## config.mk

```make
export PLATFORM = sky130hd
export DESIGN_NAME = store_writer
export DESIGN_NICKNAME = d
export VERILOG_FILES = /design/src/rtl/store_writer_pkg.sv /design/src/rtl/store_writer.sv
export SDC_FILE = /design/constraint.sdc
export NUM_CORES = 1
export LEC_CHECK = 0
export CORE_AREA = 8 8 102 104
export CTS_CLUSTER_SIZE = 10
export DETAILED_ROUTE_END_ITERATION = 8
export DIE_AREA = 0 0 110 112
export PLACE_DENSITY = 0.76
export SLEW_MARGIN = 25
export SYNTH_ARGS = -nofsm -noshare
export SYNTH_HDL_FRONTEND = slang
export SYNTH_SLANG_ARGS = --single-unit
```

## constraint.sdc

```tcl
create_clock -name clk -period 3 [get_ports clk]
set_input_delay 0.45 -clock clk [delete_from_list [all_inputs] [get_ports clk]]
set_output_delay 0.45 -clock clk [all_outputs]
set_load 0.02 [all_outputs]
```

## src/rtl/store_writer_pkg.sv

```systemverilog
// store_writer_pkg: shared constants for the byte-serial store path.
//   - size encodings SZ_BYTE/SZ_HALF/SZ_WORD (3 is treated as word)
//   - FSM state encodings ST_IDLE/ST_WAIT_GNT/ST_WRITE/ST_DONE
//   - IO_HI (addr[17:16] value marking IO space), TRUE/FALSE, DATA_W (bus byte width)
//   - last_idx(): index of the final byte for a given size
`timescale 1ns/1ps
package store_writer_pkg;
  localparam logic       TRUE   = 1'b1;
  localparam logic       FALSE  = 1'b0;
  localparam int         DATA_W = 8;
  localparam logic [1:0] IO_HI  = 2'b11;

  localparam logic [1:0] SZ_BYTE = 2'd0;
  localparam logic [1:0] SZ_HALF = 2'd1;
  localparam logic [1:0] SZ_WORD = 2'd2;

  typedef enum logic [1:0] {
    ST_IDLE     = 2'd0,
    ST_WAIT_GNT = 2'd1,
    ST_WRITE    = 2'd2,
    ST_DONE     = 2'd3
  } state_t;

  // nbytes-1 for a size code; size 3 folds into word
  function automatic logic [1:0] last_idx(input logic [1:0] sz);
    case (sz)
      SZ_BYTE: return 2'd0;
      SZ_HALF: return 2'd1;
      default: return 2'd3;
    endcase
  endfunction
endpackage

```

## src/rtl/store_writer.sv

```systemverilog
// store_writer: takes one store (addr/data/size) from the store/load buffer,
// requests the shared 8-bit RAM/IO bus, and writes 1/2/4 bytes little-endian,
// one byte per cycle. IO-space bytes stall while the UART buffer is full.
//
// Ports:
//   clk, rst          clock, asynchronous active-high reset
//   rdy               global ready; low freezes everything and blocks mem_wr
//   req_valid/ready   request handshake (ready only in IDLE)
//   req_addr/data/size  store request
//   done              one-cycle completion pulse (stretched by rdy low)
//   mem_req/mem_gnt   bus request / grant
//   io_buffer_full    UART buffer full
//   mem_a/mem_dout/mem_wr  byte write port
//   err               misaligned-store flag (only with STORE_WRITER_ALIGN_CHECK_EN)
//
// Optional feature macro: STORE_WRITER_ALIGN_CHECK_EN -- rejects misaligned
// half/word stores without touching the bus and flags them on err.
`timescale 1ns/1ps
module store_writer
  import store_writer_pkg::*;
#(
  parameter int         ADDR_W = 32,
  parameter logic [1:0] IO_HI  = store_writer_pkg::IO_HI
) (
  input  logic              clk,
  input  logic              rst,
  input  logic              rdy,
  input  logic              req_valid,
  input  logic [ADDR_W-1:0] req_addr,
  input  logic [31:0]       req_data,
  input  logic [1:0]        req_size,
  output logic              req_ready,
  output logic              done,
  output logic              mem_req,
  input  logic              mem_gnt,
  input  logic              io_buffer_full,
  output logic [ADDR_W-1:0] mem_a,
  output logic [DATA_W-1:0] mem_dout,
  output logic              mem_wr
`ifdef STORE_WRITER_ALIGN_CHECK_EN
  ,
  output logic              err
`endif
);

  state_t            state;
  logic [1:0]        idx;
  logic [1:0]        size_q;
  logic [ADDR_W-1:0] addr_q;
  logic [31:0]       data_q;

  logic [ADDR_W-1:0] cur_a;
  logic [DATA_W-1:0] cur_byte;
  logic              in_write;
  logic              io_hold;
  logic              last_byte;
  logic              misaligned;

  assign cur_a     = addr_q + ADDR_W'(idx);   // wraps mod 2^ADDR_W
  assign in_write  = (state == ST_WRITE);
  assign io_hold   = io_buffer_full && (cur_a[17:16] == IO_HI);
  assign last_byte = (idx == last_idx(size_q));

  always_comb begin
    cur_byte = data_q[7:0];
    case (idx)
      2'd1:    cur_byte = data_q[15:8];
      2'd2:    cur_byte = data_q[23:16];
      2'd3:    cur_byte = data_q[31:24];
      default: cur_byte = data_q[7:0];
    endcase
  end

`ifdef STORE_WRITER_ALIGN_CHECK_EN
  logic err_q;
  // size 3 is a word, so bit 1 of the size code selects the word check
  assign misaligned = ((req_size == SZ_HALF) && req_addr[0]) ||
                      (req_size[1] && (req_addr[1:0] != 2'b00));
  assign err = (state == ST_DONE) && err_q;
`else
  assign misaligned = FALSE;
`endif

  always_ff @(posedge clk or posedge rst) begin
    if (rst) begin
      state  <= ST_IDLE;
      idx    <= 2'd0;
      size_q <= SZ_BYTE;
      addr_q <= '0;
      data_q <= '0;
`ifdef STORE_WRITER_ALIGN_CHECK_EN
      err_q  <= 1'b0;
`endif
    end else if (rdy) begin
      case (state)
        ST_IDLE: begin
          if (req_valid) begin
            addr_q <= req_addr;
            data_q <= req_data;
            size_q <= (req_size == 2'd3) ? SZ_WORD : req_size;
            idx    <= 2'd0;
`ifdef STORE_WRITER_ALIGN_CHECK_EN
            err_q  <= misaligned;
`endif
            // rejected stores skip the bus and report straight away
            state  <= misaligned ? ST_DONE : ST_WAIT_GNT;
          end
        end
        ST_WAIT_GNT: if (mem_gnt) state <= ST_WRITE;
        ST_WRITE: begin
          if (!io_hold) begin
            idx <= idx + 2'd1;
            if (last_byte) state <= ST_DONE;
          end
        end
        ST_DONE: begin
          state <= ST_IDLE;
`ifdef STORE_WRITER_ALIGN_CHECK_EN
          err_q <= 1'b0;
`endif
        end
        default: state <= ST_IDLE;
      endcase
    end
  end

  // Outputs decode the registered state; inside WRITE the address/byte stay
  // presented during a hold (idx frozen), and are zero everywhere else.
  assign req_ready = (state == ST_IDLE) && !rst;
  assign mem_req   = (state == ST_WAIT_GNT) || in_write;
  assign done      = (state == ST_DONE);
  assign mem_wr    = in_write && rdy && !io_hold;
  assign mem_a     = in_write ? cur_a : '0;
  assign mem_dout  = in_write ? cur_byte : '0;

endmodule
```

==> results of run 1 <==
==> sequential cells by signal, indices dropped and copies added (netlist names) <==
| name | cells |
|---|---|
| idx | 2 |
| state | 2 |
| addr_q | 32 |
| size_q | 2 |
| data_q | 32 |
==> worst paths after layout <==
check                                         end  slack [ns]
min reg2reg                 data_q[6]$_DFFE_PP0P_        0.51
max reg2reg                  state[1]$_DFFE_PP0P_        0.46
min in group asynchronous   addr_q[3]$_DFFE_PP0P_        0.58
max                                        mem_wr        0.07
max in group asynchronous  data_q[12]$_DFFE_PP0P_        1.75
min                         data_q[6]$_DFFE_PP0P_        0.51
==> cell families after synthesis <==
family                     Yosys count  share of synthesized area (%)
and+or+nand+nor                    109                          16.00
DFF                                 70                          45.06
muxes                               68                          19.73
AOI/OAI and AO/OA                   37                          6.920
buffers and inverters               30                          2.929
xor gates and xnor gates            25                          5.632
adders and majority gates           11                          3.734
==> where the power goes <==
| part | total, mW | internal (mW) | switching, mW |
|---|---|---|---|
| Clock | 0.864 | 0.493 | 0.371 |
| Sequential | 1.77 | 1.42 | 0.355 |
| Combinational | 2.56 | 1.36 | 1.21 |
==> synthesized netlist by cell type, types with 7 or more instances <==
cell type	n	share of area, %
sky130_fd_sc_hd__nor2b_1	8	1.3
sky130_fd_sc_hd__dfrtp_1	70	45
sky130_fd_sc_hd__xor2_1	11	2.5
sky130_fd_sc_hd__o21ai_0	14	1.8
sky130_fd_sc_hd__and3_1	7	1.1
sky130_fd_sc_hd__nand4_1	10	1.6
sky130_fd_sc_hd__and2_1	30	4.8
sky130_fd_sc_hd__inv_1	10	0.97
sky130_fd_sc_hd__mux2_2	65	19
sky130_fd_sc_hd__nand2_1	22	2.1
sky130_fd_sc_hd__a222oi_1	8	2.1
sky130_fd_sc_hd__clkbuf_1	16	1.5
sky130_fd_sc_hd__xnor2_1	14	3.2
sky130_fd_sc_hd__ha_1	10	3.2
sky130_fd_sc_hd__nand3_1	12	1.5
==> layout by cell type, fill, tap and decap left out, drive strengths merged, types with 6 or more instances in the layout <==
master	count
clkdlybuf4s50	87
dfrtp	70
mux2	66
buf	34
and2	30
nand2	22
o21ai	15
xnor2	14
nand3	12
xor2	11
clkbuf	11
inv	11
nand4	10
ha	10
nor2b	8
a222oi	8
and3	7
dlymetal6s2s	7
dlygate4sd2	6
a21boi	6
==> cell type report <==
type / count / area, sq um / area share, %
multi-input cells: 250 / 2088 / 37.44
clock buffers: 11 / 141.4 / 2.535
clock inverters: 5 / 81.33 / 1.458
repair buffers: 139 / 1339 / 24.00
well taps: 111 / 138.9 / 2.490
inverters: 10 / 37.54 / 0.6729
flip-flops and latches: 70 / 1752 / 31.40
==> stage by stage <==
| stage | instances | instance area [sq um] |
|---|---|---|
| finish | 596 | 5578 |
| global route | 596 | 5578 |
| CTS | 595 | 5545 |
| detailed placement | 579 | 5324 |
| global placement | 579 | 5324 |
| floorplan | 350 | 3887 |
==> per-layer routing <==
metal  GRT usage (%)  vias to the layer above  share of wire [%]
li1                -                     1491                  -
met4           5.495                        0                1.3
met3           4.217                       11                7.0
met1           19.09                     1514                 42
met5               0                        -                  0
met2           27.87                       89                 50
==> critical path, delay by kind of cell (launching register included) <==
kind	cells	cell delay (ns)
AND/OR/NAND/NOR	4	1.26
flip-flops	1	0.40
AO/OA/AOI/OAI	1	0.31
buffers and inverters	1	0.16
==> repair_timing <==
| action | 4_1_cts | 5_1_grt |
|---|---|---|
| hold endpoints to repair | 0 | 0 |
| gates resized for setup | 60 | 28 |
| gates cloned | 0 | 0 |
| pin swaps | 1 | 8 |
| buffers inserted | 0 | 1 |
| hold buffers | 0 | 0 |
| endpoints found under the setup margin | 21 | 28 |
==> impl_results.html, run 1 <==
<table>
<tr><th>Metric</th><th>Value</th></tr>
<tr><th colspan="2">STA</th></tr>
<tr><td>Unrepaired setup endpoints after global routing</td><td>true</td></tr>
<tr><td>Worst-case hold slack</td><td>0.5066 ns</td></tr>
<tr><td>Crit path time final</td><td>2.930 ns</td></tr>
<tr><td>Fin Setup TNS</td><td>0 ns</td></tr>
<tr><td>Final period utilization</td><td>97.68%</td></tr>
<tr><td>Final setup margin</td><td>0.06968 ns</td></tr>
<tr><td>Maximum operating frequency</td><td>0.3413 GHz</td></tr>
<tr><td>Slew of the pin with the lowest slew margin</td><td>0.7540 ns</td></tr>
<tr><td>Number of pins with negative max-slew slack in the final report</td><td>0</td></tr>
<tr><td>Count of endpoints failing hold in the final timing report</td><td>0</td></tr>
<tr><td>Total of endpoints with negative setup slack in the final report</td><td>0</td></tr>
<tr><td>Clock skew</td><td>0.007272 ns</td></tr>
<tr><td>Normalized max-slew margin</td><td>49.66%</td></tr>
<tr><th colspan="2">GRT</th></tr>
<tr><td>Sum of overflow across all layers after global routing</td><td>0</td></tr>
<tr><td>Largest net degree at the start of global routing</td><td>43</td></tr>
<tr><td>Antenna violations before repair</td><td>0</td></tr>
<tr><td>Number of global-route vias before repair</td><td>3,340</td></tr>
<tr><td>Wire length of the first global-routing pass</td><td>16,120 um</td></tr>
<tr><td>Tot GR Track Use</td><td>16.33%</td></tr>
<tr><th colspan="2">Routing</th></tr>
<tr><td>Vias per Instance</td><td>5.210</td></tr>
<tr><td>DRC</td><td>0</td></tr>
<tr><td>Number of nets with antenna violations after detailed routing</td><td>0</td></tr>
<tr><td>Final wirelength</td><td>10,070 um</td></tr>
<tr><td>Routed WL per cell</td><td>16.89 um</td></tr>
<tr><td>First-iteration detailed-routing DRC count</td><td>83</td></tr>
<tr><td>Overall via count from detail_route</td><td>3,105</td></tr>
<tr><td>First-pass iteration count of the detailed router</td><td>5</td></tr>
<tr><th colspan="2">Setup path</th></tr>
<tr><td>Critical Path Source Type</td><td>flip-flop</td></tr>
<tr><td>CP max stage cell</td><td>sky130_fd_sc_hd__or4_4</td></tr>
<tr><td>Maximum cell stage delay along the critical path</td><td>0.55 ns</td></tr>
<tr><td>Worst-path cell chain</td><td>nand4_1 &gt; or4_4 &gt; or3_4 &gt; a211oi_4 &gt; nor2_1 &gt; buf_4</td></tr>
<tr><td>Reg2reg start</td><td>addr_q[10]$_DFFE_PP0P_</td></tr>
<tr><td>Highest fanout seen on the critical path</td><td>4</td></tr>
<tr><td>Data arrival time of the critical path</td><td>2.48 ns</td></tr>
<tr><td>Worst setup startpoint</td><td>addr_q[10]$_DFFE_PP0P_</td></tr>
<tr><td>Required time at the endpoint of the critical path</td><td>2.55 ns</td></tr>
<tr><td>Type of element capturing the critical path</td><td>primary output</td></tr>
<tr><td>Startpoint-to-endpoint class of the critical path</td><td>reg -&gt; out</td></tr>
<tr><td>FF-to-FF path depth</td><td>7</td></tr>
<tr><th colspan="2">Logic synthesis</th></tr>
<tr><td>Post-synthesis area per instance</td><td>11.11 sq um</td></tr>
<tr><td>Syn Std Cell Area</td><td>3887 sq um</td></tr>
<tr><td>Share of the yosys chip area belonging to registers</td><td>45.06%</td></tr>
<tr><td>Primary flip-flop cell chosen by synthesis mapping</td><td>sky130_fd_sc_hd__dfrtp_1</td></tr>
<tr><td>Number of different library cells in the post-synthesis netlist</td><td>39</td></tr>
<tr><td>Synth Register Bits</td><td>70</td></tr>
<tr><td>Number of nets in the synthesized netlist</td><td>433</td></tr>
<tr><td>Share of flip-flops with an asynchronous set or reset</td><td>100.0%</td></tr>
<tr><td>Synthesized netlist cell count</td><td>350</td></tr>
<tr><td>Yosys warning count</td><td>0</td></tr>
<tr><td>Number of enable-type register cells in the synthesized netlist</td><td>0</td></tr>
<tr><th colspan="2">Clock tree</th></tr>
<tr><td>Clk_lat worst skew</td><td>0.35 ns</td></tr>
<tr><td>Clock-pin slew on the worst setup and hold paths</td><td>0.08 ns</td></tr>
<tr><td>Root Driver</td><td>sky130_fd_sc_hd__clkbuf_8</td></tr>
<tr><td>CTS Buf Count</td><td>9</td></tr>
<tr><td>Sinks on the clock net</td><td>70</td></tr>
<tr><td>Number of buffers between clock root and the deepest sink</td><td>2</td></tr>
<tr><td>CTS tree</td><td>done</td></tr>
<tr><td>Number of H-tree branching levels</td><td>3</td></tr>
<tr><th colspan="2">Layout</th></tr>
<tr><td>Ant diodes</td><td>0</td></tr>
<tr><td>Fin util</td><td>62.74%</td></tr>
<tr><td>Layout overhead on the synthesized area</td><td>43.48%</td></tr>
<tr><td>Final Net Count</td><td>563</td></tr>
<tr><td>Fill cell count</td><td>750</td></tr>
<tr><td>Layout cell share with drive strength beyond 1</td><td>28.04%</td></tr>
<tr><th colspan="2">Placement</th></tr>
<tr><td>Placement-stage worst setup slack</td><td>-0.005993 ns</td></tr>
<tr><td>Final weighted congestion of routability-driven global placement</td><td>0.7832</td></tr>
<tr><td>Total of buffers placed on input and output ports</td><td>115</td></tr>
<tr><td>HPWL Detailed</td><td>7470 um</td></tr>
<tr><th colspan="2">Pwr</th></tr>
<tr><td>Pwr per Cell Area</td><td>932.9 nW/um^2</td></tr>
<tr><td>Lkg Pwr</td><td>2.489 nW</td></tr>
<tr><td>Overall power</td><td>5.204 mW</td></tr>
<tr><td>Maximum ir drop on the vdd rail</td><td>534.0 uV</td></tr>
<tr><th colspan="2">Floorplan</th></tr>
<tr><td>Total I/O pin count</td><td>116</td></tr>
<tr><td>Number of cell rows</td><td>35</td></tr>
<tr><td>Vertical die dimension</td><td>112 um</td></tr>
<tr><td>Die width</td><td>110 um</td></tr>
<tr><td>Initial Util</td><td>43.73%</td></tr>
<tr><td>Die Area</td><td>12,320 sq um</td></tr>
<tr><td>Core region area</td><td>8890 sq um</td></tr>
<tr><th colspan="2">Hold path</th></tr>
<tr><td>Type of the most critical hold path</td><td>reg -&gt; reg</td></tr>
<tr><td>Min-delay src</td><td>data_q[6]$_DFFE_PP0P_</td></tr>
<tr><td>Worst hold path stage count</td><td>1</td></tr>
<tr><th colspan="2">Job</th></tr>
<tr><td>Count of maximum capacitance violations</td><td>0</td></tr>
<tr><th colspan="2">Run status</th></tr>
<tr><td>Result of the run</td><td>completed</td></tr>
</table>
No activity file was read; power rests on OpenSTA's default activity.
==> run 2: changes to the inputs <==
--- a/config.mk
+++ b/config.mk
@@ -11,4 +11,5 @@
 export DIE_AREA = 0 0 110 112
 export PLACE_DENSITY = 0.76
+export SKIP_CTS_REPAIR_TIMING = 1
 export SLEW_MARGIN = 25
 export SYNTH_ARGS = -nofsm -noshare
==> constraint.sdc (replaced) <==
create_clock -name clk -period 3 [get_ports clk]
set_input_delay 0.6 -clock clk [delete_from_list [all_inputs] [get_ports clk]]
set_output_delay 0.6 -clock clk [all_outputs]
set_load 0.02 [all_outputs]
==> impl_results.html, run 2 (synthesized netlist as in run 1, its figures left out) <==
<table>
<tr><th>Metric</th><th>Value</th></tr>
<tr><th colspan="2">Floorplan</th></tr>
<tr><td>Die width</td><td>110 um (unchanged)</td></tr>
<tr><td>Initial Util</td><td>43.73% (unchanged)</td></tr>
<tr><td>Vertical die dimension</td><td>112 um (unchanged)</td></tr>
<tr><td>Die Area</td><td>12,320 sq um (unchanged)</td></tr>
<tr><td>Number of cell rows</td><td>35 (unchanged)</td></tr>
<tr><td>Total I/O pin count</td><td>116 (unchanged)</td></tr>
<tr><td>Core region area</td><td>8890 sq um (unchanged)</td></tr>
<tr><th colspan="2">GRT</th></tr>
<tr><td>Wire length of the first global-routing pass</td><td>16,640 um (was 16,120 um)</td></tr>
<tr><td>Sum of overflow across all layers after global routing</td><td>0 (unchanged)</td></tr>
<tr><td>Antenna violations before repair</td><td>0 (unchanged)</td></tr>
<tr><td>Most crowded layer after global routing</td><td>met2 (unchanged)</td></tr>
<tr><td>Number of global-route vias before repair</td><td>3,391 (was 3,340)</td></tr>
<tr><td>Largest net degree at the start of global routing</td><td>68 (was 43)</td></tr>
<tr><td>Fraction of met1 tracks used by global routing</td><td>20.35% (was 19.09%)</td></tr>
<tr><td>Tot GR Track Use</td><td>16.85% (was 16.33%)</td></tr>
<tr><td>Global-route track usage on met2</td><td>27.75% (was 27.87%)</td></tr>
<tr><td>Fraction of met3 tracks used by global routing</td><td>4.679% (was 4.217%)</td></tr>
<tr><th colspan="2">Pwr</th></tr>
<tr><td>Net Sw Power</td><td>1.993 mW (was 1.934 mW)</td></tr>
<tr><td>Combinational cell fraction of total power</td><td>51.3% (was 49.3%)</td></tr>
<tr><td>Sw frac</td><td>37.83% (was 37.17%)</td></tr>
<tr><td>Fraction of power consumed by the clock network</td><td>15.1% (was 16.6%)</td></tr>
<tr><td>Power share of the sequential group</td><td>33.6% (was 34.1%)</td></tr>
<tr><td>Pwr per Cell Area</td><td>914.9 nW/um^2 (was 932.9 nW/um^2)</td></tr>
<tr><td>Lkg Pwr</td><td>2.796 nW (was 2.489 nW)</td></tr>
<tr><td>Total internal power</td><td>3.276 mW (was 3.269 mW)</td></tr>
<tr><td>Overall power</td><td>5.269 mW (was 5.204 mW)</td></tr>
<tr><td>Maximum ir drop on the vdd rail</td><td>463.7 uV (was 534.0 uV)</td></tr>
<tr><th colspan="2">Placement</th></tr>
<tr><td>Total of buffers placed on input and output ports</td><td>115 (unchanged)</td></tr>
<tr><td>HPWL Detailed</td><td>7529 um (was 7470 um)</td></tr>
<tr><td>Placement-stage worst setup slack</td><td>-0.1846 ns (was -0.005993 ns)</td></tr>
<tr><td>Placed insts</td><td>588 (was 579)</td></tr>
<tr><td>Final weighted congestion of routability-driven global placement</td><td>0.7967 (was 0.7832)</td></tr>
<tr><th colspan="2">Layout</th></tr>
<tr><td>Fill cell count</td><td>704 (was 750)</td></tr>
<tr><td>Most common cell after layout, fill and taps aside</td><td>sky130_fd_sc_hd__clkdlybuf4s50_1 (unchanged)</td></tr>
<tr><td>Fin util</td><td>64.79% (was 62.74%)</td></tr>
<tr><td>Final Net Count</td><td>572 (was 563)</td></tr>
<tr><td>Layout overhead on the synthesized area</td><td>48.15% (was 43.48%)</td></tr>
<tr><td>Commonest non-fill, non-tap cells in the layout</td><td>sky130_fd_sc_hd__clkdlybuf4s50_1, sky130_fd_sc_hd__dfrtp_1, sky130_fd_sc_hd__mux2_2, sky130_fd_sc_hd__and2_1, sky130_fd_sc_hd__buf_4 (unchanged)</td></tr>
<tr><td>Ant diodes</td><td>0 (unchanged)</td></tr>
<tr><td>Final Non-Filler Cells</td><td>605 (was 596)</td></tr>
<tr><td>Layout cell share with drive strength beyond 1</td><td>30.97% (was 28.04%)</td></tr>
<tr><td>Regs by FF count</td><td>addr_q (32), data_q (32) (unchanged)</td></tr>
<tr><th colspan="2">Setup path</th></tr>
<tr><td>FF-to-FF path depth</td><td>8 (was 7)</td></tr>
<tr><td>Type of element capturing the critical path</td><td>primary output (unchanged)</td></tr>
<tr><td>Critical Path Source Type</td><td>flip-flop (unchanged)</td></tr>
<tr><td>Required time at the endpoint of the critical path</td><td>2.40 ns (was 2.55 ns)</td></tr>
<tr><td>Startpoint-to-endpoint class of the critical path</td><td>reg -&gt; out (unchanged)</td></tr>
<tr><td>Data arrival time of the critical path</td><td>2.44 ns (was 2.48 ns)</td></tr>
<tr><td>Highest fanout seen on the critical path</td><td>2 (was 4)</td></tr>
<tr><td>Reg-to-reg slack, setup</td><td>0.47 ns (was 0.46 ns)</td></tr>
<tr><th colspan="2">STA</th></tr>
<tr><td>Normalized max-slew margin</td><td>71.04% (was 49.66%)</td></tr>
<tr><td>Clock skew</td><td>0.008346 ns (was 0.007272 ns)</td></tr>
<tr><td>Total of endpoints with negative setup slack in the final report</td><td>1 (was 0)</td></tr>
<tr><td>Number of pins with negative max-slew slack in the final report</td><td>0 (unchanged)</td></tr>
<tr><td>Final setup margin</td><td>-0.03984 ns (was 0.06968 ns)</td></tr>
<tr><td>Fin Setup TNS</td><td>-0.03984 ns (was 0 ns)</td></tr>
<tr><td>Count of endpoints failing hold in the final timing report</td><td>0 (unchanged)</td></tr>
<tr><td>Slew of the pin with the lowest slew margin</td><td>0.4344 ns (was 0.7540 ns)</td></tr>
<tr><td>Unrepaired setup endpoints after global routing</td><td>true (unchanged)</td></tr>
<tr><td>Maximum operating frequency</td><td>0.3290 GHz (was 0.3413 GHz)</td></tr>
<tr><td>Crit path time final</td><td>3.040 ns (was 2.930 ns)</td></tr>
<tr><td>Final period utilization</td><td>101.3% (was 97.68%)</td></tr>
<tr><th colspan="2">Routing</th></tr>
<tr><td>DRC</td><td>0 (unchanged)</td></tr>
<tr><td>Routed WL per cell</td><td>16.73 um (was 16.89 um)</td></tr>
<tr><td>Vias per Instance</td><td>5.198 (was 5.210)</td></tr>
<tr><td>Overall via count from detail_route</td><td>3,145 (was 3,105)</td></tr>
<tr><td>Final wirelength</td><td>10,120 um (was 10,070 um)</td></tr>
<tr><td>Number of nets with antenna violations after detailed routing</td><td>0 (unchanged)</td></tr>
<tr><td>First-iteration detailed-routing DRC count</td><td>144 (was 83)</td></tr>
<tr><td>First-pass iteration count of the detailed router</td><td>5 (unchanged)</td></tr>
<tr><th colspan="2">Clock tree</th></tr>
<tr><td>CTS tree</td><td>done (unchanged)</td></tr>
<tr><td>Root Driver</td><td>sky130_fd_sc_hd__clkbuf_8 (unchanged)</td></tr>
<tr><td>CTS Buf Count</td><td>9 (unchanged)</td></tr>
<tr><td>Clock-pin slew on the worst setup and hold paths</td><td>0.07 ns (was 0.08 ns)</td></tr>
<tr><td>Sinks on the clock net</td><td>70 (unchanged)</td></tr>
<tr><td>Number of buffers between clock root and the deepest sink</td><td>2 (unchanged)</td></tr>
<tr><td>Number of H-tree branching levels</td><td>3 (unchanged)</td></tr>
<tr><td>Clk_lat worst skew</td><td>0.35 ns (about the same)</td></tr>
<tr><th colspan="2">Job</th></tr>
<tr><td>Count of maximum capacitance violations</td><td>0 (unchanged)</td></tr>
<tr><th colspan="2">Hold path</th></tr>
<tr><td>Type of the most critical hold path</td><td>in -&gt; async (was reg -&gt; reg)</td></tr>
<tr><th colspan="2">Run status</th></tr>
<tr><td>Failing checks</td><td>setup timing</td></tr>
<tr><td>Result of the run</td><td>finished, violations left (was completed)</td></tr>
</table>
-- run 2: power groups by stage --
stage | Sequential [mW] | Combinational, mW | Clock (mW)
final | 1.77 | 2.70 | 0.795
after floorplan | 1.73 | 1.60 | 0
after global placement | 1.73 | 2.63 | 0
after CTS | 1.74 | 2.70 | 0.821
after detailed placement | 1.77 | 2.69 | 0
after global routing | 1.84 | 2.96 | 0.857
-- run 2: layer usage --
| metal | vias up | part of all wire (%) |
|---|---|---|
| li1 | 1513 | - |
| met1 | 1534 | 42 |
| met2 | 84 | 50 |
| met3 | 14 | 6.4 |
| met4 | 0 | 1.5 |
| met5 | - | 0 |
-- run 2: area by class of cell --
type | instances | area (sq um) | area share (%)
clock buffers | 10 | 137.6 | 2.390
clock inverters | 6 | 68.82 | 1.195
inverters | 10 | 37.54 | 0.6517
multi-input cells | 250 | 2162 | 37.54
flip-flops and latches | 70 | 1752 | 30.41
well taps | 111 | 138.9 | 2.411
repair buffers | 148 | 1463 | 25.40
-- run 2: worst max-delay path: stages, from the launching register on --
cell and delay [ns]:
sky130_fd_sc_hd__dfrtp_1 0.42, sky130_fd_sc_hd__ha_4 0.29, sky130_fd_sc_hd__a21oi_2 0.06, sky130_fd_sc_hd__or4_4 0.42
sky130_fd_sc_hd__or3_4 0.41, sky130_fd_sc_hd__a211oi_4 0.28, sky130_fd_sc_hd__nor2_1 0.07, sky130_fd_sc_hd__buf_4 0.16
-- run 2: worst paths after layout --
kind	start	endpoint
worst max register to register	idx[1]$_DFFE_PP0P_	state[1]$_DFFE_PP0P_
worst min-delay path	rst	data_q[14]$_DFFE_PP0P_
worst max-delay path	idx[1]$_DFFE_PP0P_	mem_wr
min in group clk	data_q[7]$_DFFE_PP0P_	data_q[7]$_DFFE_PP0P_
worst min register to register	data_q[7]$_DFFE_PP0P_	data_q[7]$_DFFE_PP0P_
max in group asynchronous	rst	data_q[5]$_DFFE_PP0P_
-- run 2: through the flow --
stage / hold WS, ns / cell area [sq um]
4_1_cts: 0.4795 / 5585
6_report: 0.4845 / 5759
3_3_place_gp: 0.4879 / 5379
3_5_place_dp: 0.4933 / 5379
2_1_floorplan: 0.4713 / 3887
5_1_grt: 0.5048 / 5759
==> run 3: changes to the inputs <==
- GPL_ROUTABILITY_DRIVEN: not set -> 0
==> results of run 3 <==
No change in the layout: final DEF, timing and power equal those of run 2.
